[config.mk]
export PLATFORM = sky130hd
export DESIGN_NAME = uart_tx_parity_odd
export DESIGN_NICKNAME = d
export VERILOG_FILES = /design/src/rtl/uart_tx_parity_odd.sv
export SDC_FILE = /design/constraint.sdc
export NUM_CORES = 1
export LEC_CHECK = 0
export CORE_MARGIN = 2
export CORE_UTILIZATION = 55
export DETAILED_ROUTE_END_ITERATION = 16
export PLACE_DENSITY = 0.79
export SYNTH_ARGS = -nofsm -noshare
export SYNTH_HDL_FRONTEND = slang
export SYNTH_SLANG_ARGS = --single-unit
[constraint.sdc]
create_clock -name clk -period 6.6 [get_ports clk]
set_input_delay 1.32 -clock clk [delete_from_list [all_inputs] [get_ports clk]]
set_output_delay 1.32 -clock clk [all_outputs]
set_load 0.01 [all_outputs]
[src/rtl/uart_tx_parity_odd.sv]
// UART-style serial transmitter with a small input FIFO.
// Frame: start(0), data MSB first, XOR parity, stop(1); one bit per clk.
module uart_tx_parity_odd #(
  parameter int DATA_BITS    = 4,
  parameter int FIFO_DEPTH   = 4,
  parameter int BREAK_CYCLES = 8
) (
  input  logic                               clk,
  input  logic                               reset,
  input  logic [DATA_BITS-1:0]               data_in,
  input  logic                               data_valid,
  output logic                               data_ready,
  input  logic                               send_break,
  output logic                               signal,
  output logic                               busy,
  output logic [$clog2(FIFO_DEPTH+1)-1:0]    fifo_count
);

  localparam int PW  = $clog2(FIFO_DEPTH);
  localparam int CW  = $clog2(FIFO_DEPTH+1);
  localparam int BCW = $clog2(DATA_BITS+1);
  localparam int KCW = $clog2(BREAK_CYCLES+1);
  localparam logic [BCW-1:0] BIT_LAST = BCW'(DATA_BITS-1);
  localparam logic [KCW-1:0] BRK_LAST = KCW'(BREAK_CYCLES-1);
  localparam logic [CW-1:0]  FULL     = CW'(FIFO_DEPTH);

  typedef enum logic [2:0] {
    S_IDLE,
    S_START,
    S_DATA,
    S_PARITY,
    S_STOP,
    S_BREAK
  } state_t;

  logic [DATA_BITS-1:0] mem [FIFO_DEPTH];
  logic [PW-1:0]        wr_ptr;
  logic [PW-1:0]        rd_ptr;
  logic [CW-1:0]        count;
  logic                 push;
  logic                 pop;
  logic                 empty;

  state_t               state;
  state_t               state_d;
  logic [DATA_BITS-1:0] shift_q;
  logic                 par_q;
  logic [BCW-1:0]       bit_cnt;
  logic [KCW-1:0]       brk_cnt;
  logic                 sig_d;

  assign empty      = (count == '0);
  assign data_ready = (count != FULL);
  assign push       = data_valid && data_ready;
  assign fifo_count = count;
  assign busy       = (state != S_IDLE);

  always_ff @(posedge clk) begin
    if (push) mem[wr_ptr] <= data_in;
  end

  always_ff @(posedge clk or posedge reset) begin
    if (reset) begin
      wr_ptr <= '0;
      rd_ptr <= '0;
      count  <= '0;
    end else begin
      if (push) wr_ptr <= wr_ptr + 1'b1;
      if (pop)  rd_ptr <= rd_ptr + 1'b1;
      unique case ({push, pop})
        2'b10:   count <= count + 1'b1;
        2'b01:   count <= count - 1'b1;
        default: count <= count;
      endcase
    end
  end

  // IDLE and STOP share the same exit decision; break wins over data.
  always_comb begin
    state_d = state;
    pop     = 1'b0;
    unique case (state)
      S_IDLE, S_STOP: begin
        if (send_break) begin
          state_d = S_BREAK;
        end else if (!empty) begin
          pop     = 1'b1;
          state_d = S_START;
        end else begin
          state_d = S_IDLE;
        end
      end
      S_START:  state_d = S_DATA;
      S_DATA:   if (bit_cnt == BIT_LAST) state_d = S_PARITY;
      S_PARITY: state_d = S_STOP;
      S_BREAK:  if (brk_cnt == BRK_LAST) state_d = S_IDLE;
      default:  state_d = S_IDLE;
    endcase
  end

  always_comb begin
    sig_d = 1'b1;
    unique case (state_d)
      S_START:  sig_d = 1'b0;
      S_DATA:   sig_d = shift_q[DATA_BITS-1];
      S_PARITY: sig_d = par_q;
      S_BREAK:  sig_d = 1'b0;
      default:  sig_d = 1'b1;
    endcase
  end

  always_ff @(posedge clk or posedge reset) begin
    if (reset) begin
      state   <= S_IDLE;
      signal  <= 1'b1;
      shift_q <= '0;
      par_q   <= 1'b0;
      bit_cnt <= '0;
      brk_cnt <= '0;
    end else begin
      state  <= state_d;
      signal <= sig_d;
      if (pop) begin
        shift_q <= mem[rd_ptr];
        par_q   <= ^mem[rd_ptr];
      end else if (state_d == S_DATA) begin
        shift_q <= shift_q << 1;
      end
      bit_cnt <= (state == S_DATA)  ? bit_cnt + 1'b1 : '0;
      brk_cnt <= (state == S_BREAK) ? brk_cnt + 1'b1 : '0;
    end
  end

endmodule

==> run summary, run 1 <==
status = complete, no violations
drc violations = 0
Synth top area share = 31.14%
nets = 165
met2 wire len = 1510 um
htree depth = 2
Reg power frac = 42.4%
Setup crit start kind = input pin
Core Util, Final = 66.80%
top cells by area, synth = dfrtp_1, edfxtp_1, mux4_1, ha_1, xnor2_1
worst reg-to-reg path cell count = 8
initial antenna violation count = 0
worst skew pair latency = 0.35 ns
ANT cells = 0
Pleak = 0.0008639 uW
WL/cell = 15.11 um
synth warn = 0
Crit. Startpoint = send_break
Root Buffer = clkbuf_4
Max Freq = 291.8 MHz
vias = 1033
number of distinct library cells after synthesis = 38
drt pass-1 iters = 4
# rows = 20
# hold bufs at CTS = 0
sequential area share after synthesis = 59.80%
Final Hold Vio Count = 0
Worst Setup Path Type = in2reg
total negative slack = 0 ns
WL final = 2917 um
buffer levels on the longest clock path = 2
combinational power share = 37.1%
Area growth, synth to finish = 15.36%
Worst Tran Pin Value = 0.8471 ns
Power Internal = 626.8 uW
Worst-path clk slew = 0.12 ns
RR Startpoint = state[1]
EDFF count, synth = 16
vias in the first global route = 1124
core area = 0.003053 sq mm
Tot GR Track Use = 20.45%
Buffers on Ports = 13
setup slack after layout = 3.173 ns
Final min period = 3.427 ns
register area = 0.001057 sq mm
met1 wire length = 1241 um
switching fraction of total power = 33.47%
Hold Crit Class = reg2reg
Worst EP arrival = 3.70 ns
Mapped Area = 0.001768 sq mm
die height = 60.70 um
syn_nets = 147
synthesized area per cell = 13.60 sq um
Final Instance Area = 0.002039 sq mm
CTS Buf Count = 5
final setup vio count = 0
CP required = 6.87 ns
DR iter-0 viols = 28
RSZ-0062 raised after global routing = no
die area = 0.003684 sq mm
R2R Setup Slk = 4.06 ns
commonest cells in the netlist = dfrtp_1, edfxtp_1, inv_1
Power Density = 461.9 mW/mm^2
part of the cycle the worst path needs = 51.92%
Routability Congestion = 0.7934
Top-Level Pins = 14
fillers = 234
Placement Cell Area = 0.001938 sq mm
most common cell in the netlist = dfrtp_1
initial cell density of the core = 57.91%
first-pass GRT wire length = 5195 um
Critical Path End = fifo_count[2]
worst hold slack = 0.4371 ns
Syn Inst Count = 130
Max FO, Critical Path = 9
die width = 60.70 um
# clock sinks = 39
final global-route overflow total = 0
routed vias/inst = 5.352
clock network power share = 20.5%
Slew Limit Fails = 0
Setup Buffers After CTS = 0
Peak VDD IR = 0.2970 mV
cts repair resizes = 0
max-cap violation count = 0
Final ANT Viol Nets = 0
largest net degree at the start of global routing = 24
crit end category = flop
ys flop type = dfrtp_1
reg2reg end = fifo_count[2]
layout cells sized above 1 = 10.07%
switching power = 315.3 uW
clk_skew = 0.01349 ns
Synth async-reset ratio = 58.97%
placed wire-length estimate = 2107 um
WL met3 = 105 um
Multi-input gate area = 650.6 sq um
Slew Limit Headroom = 43.47%
Seq cells post-synth = 39
TritonCTS clock tree = yes
max layer used = met4
Place WS = 2.859 ns
dominant cell type by area after synthesis = dfrtp_1
[cell type report]
cell class                      instances  area share, %
Multi-Input combinational cell         77          31.90
Tap cell                               44          2.699
Sequential cell                        39          51.84
Timing Repair Buffer                   13          6.380
Clock inverter                          2          2.945
Clock buffer                            6          2.025
Inverter                               12          2.209
[through the flow]
step / power, uW / cells
after floorplan: 647.2 / 130
after global placement: 728.6 / 185
after detailed placement: 753.0 / 185
after CTS: 952.0 / 193
after global routing: 1007 / 193
final: 942.1 / 193
[cell families (layout without fill, tap and decap cells)]
logic type	Yosys count	in the layout	share of synthesized area, %
compound gates	13	13	5.380
simple gates	35	35	10.33
flops	39	39	59.80
fa+ha+maj	9	9	6.794
buf+inv	14	33	3.397
mux	9	9	8.846
xor+xnor	11	11	5.450
[state kept, by name (all words and copies together) (netlist names)]
register and flops:
rd_ptr 2, bit_cnt 3, signal 1, mem 16, par_q 1, fifo_count 3, shift_q 4, state 3
wr_ptr 2, brk_cnt 4
[critical path, cell delays in order]
cell	delay [ns]
clkdlybuf4s50_1	0.44
or4_1	0.61
inv_2	0.18
ha_1	0.22
inv_1	0.07
fa_1	0.37
xor2_1	0.15
nor2_1	0.15
xor2_1	0.18
[placed cells by master (no fill, tap or decap), drive strengths merged, types with 2 or more instances in the layout]
cell type,n
bufinv,2
mux4,4
nand2,8
xnor2,9
nor2,8
edfxtp,16
a21oi,3
mux2i,4
o21ai,5
inv,12
and3,4
nand3,2
nand2b,2
and2,2
clkdlybuf4s50,13
ha,8
clkbuf,6
dfrtp,22
xor2,2
[routing by layer]
metal	vias to the layer above	global-route usage [%]
li1	490	-
met1	518	26.16
met2	19	32.87
met3	6	5.757
met4	0	9.006
met5	-	0
[power by group through the flow]
stage	Clock, uW	Sequential [uW]	Combinational, uW
floorplan	0	386	261
global placement	0	398	330
detailed placement	0	405	348
CTS	197	401	355
global route	205	412	391
finish	193	400	349
[worst min path at each step]
stage	start	depth (start not counted)	endpoint
final	bit_cnt[0]	1	bit_cnt[0]
after CTS	bit_cnt[0]	1	bit_cnt[0]
after floorplan	bit_cnt[0]	1	bit_cnt[0]
after global routing	bit_cnt[0]	1	bit_cnt[0]
after detailed placement	bit_cnt[0]	1	bit_cnt[0]
after global placement	bit_cnt[0]	1	bit_cnt[0]
Note: power is estimated with default switching activity, not from simulation.
==> inputs of run 2 (changes only) <==
==> constraint.sdc (replaced) <==
create_clock -name clk -period 3.5 [get_ports clk]
set_input_delay 0.7 -clock clk [delete_from_list [all_inputs] [get_ports clk]]
set_output_delay 0.7 -clock clk [all_outputs]
set_load 0.01 [all_outputs]
==> results of run 2 <==
Same layout as run 1 (identical final DEF). Status: complete, no violations.
Among the figures that moved: setup slack after placement 2.859 ns -> 0.3792 ns; setup slack after layout 3.173 ns -> 0.6931 ns; register-to-register setup slack 4.06 ns -> 0.96 ns; total power 942.1 uW -> 1776 uW; worst IR drop on VDD 0.2970 mV -> 0.5600 mV
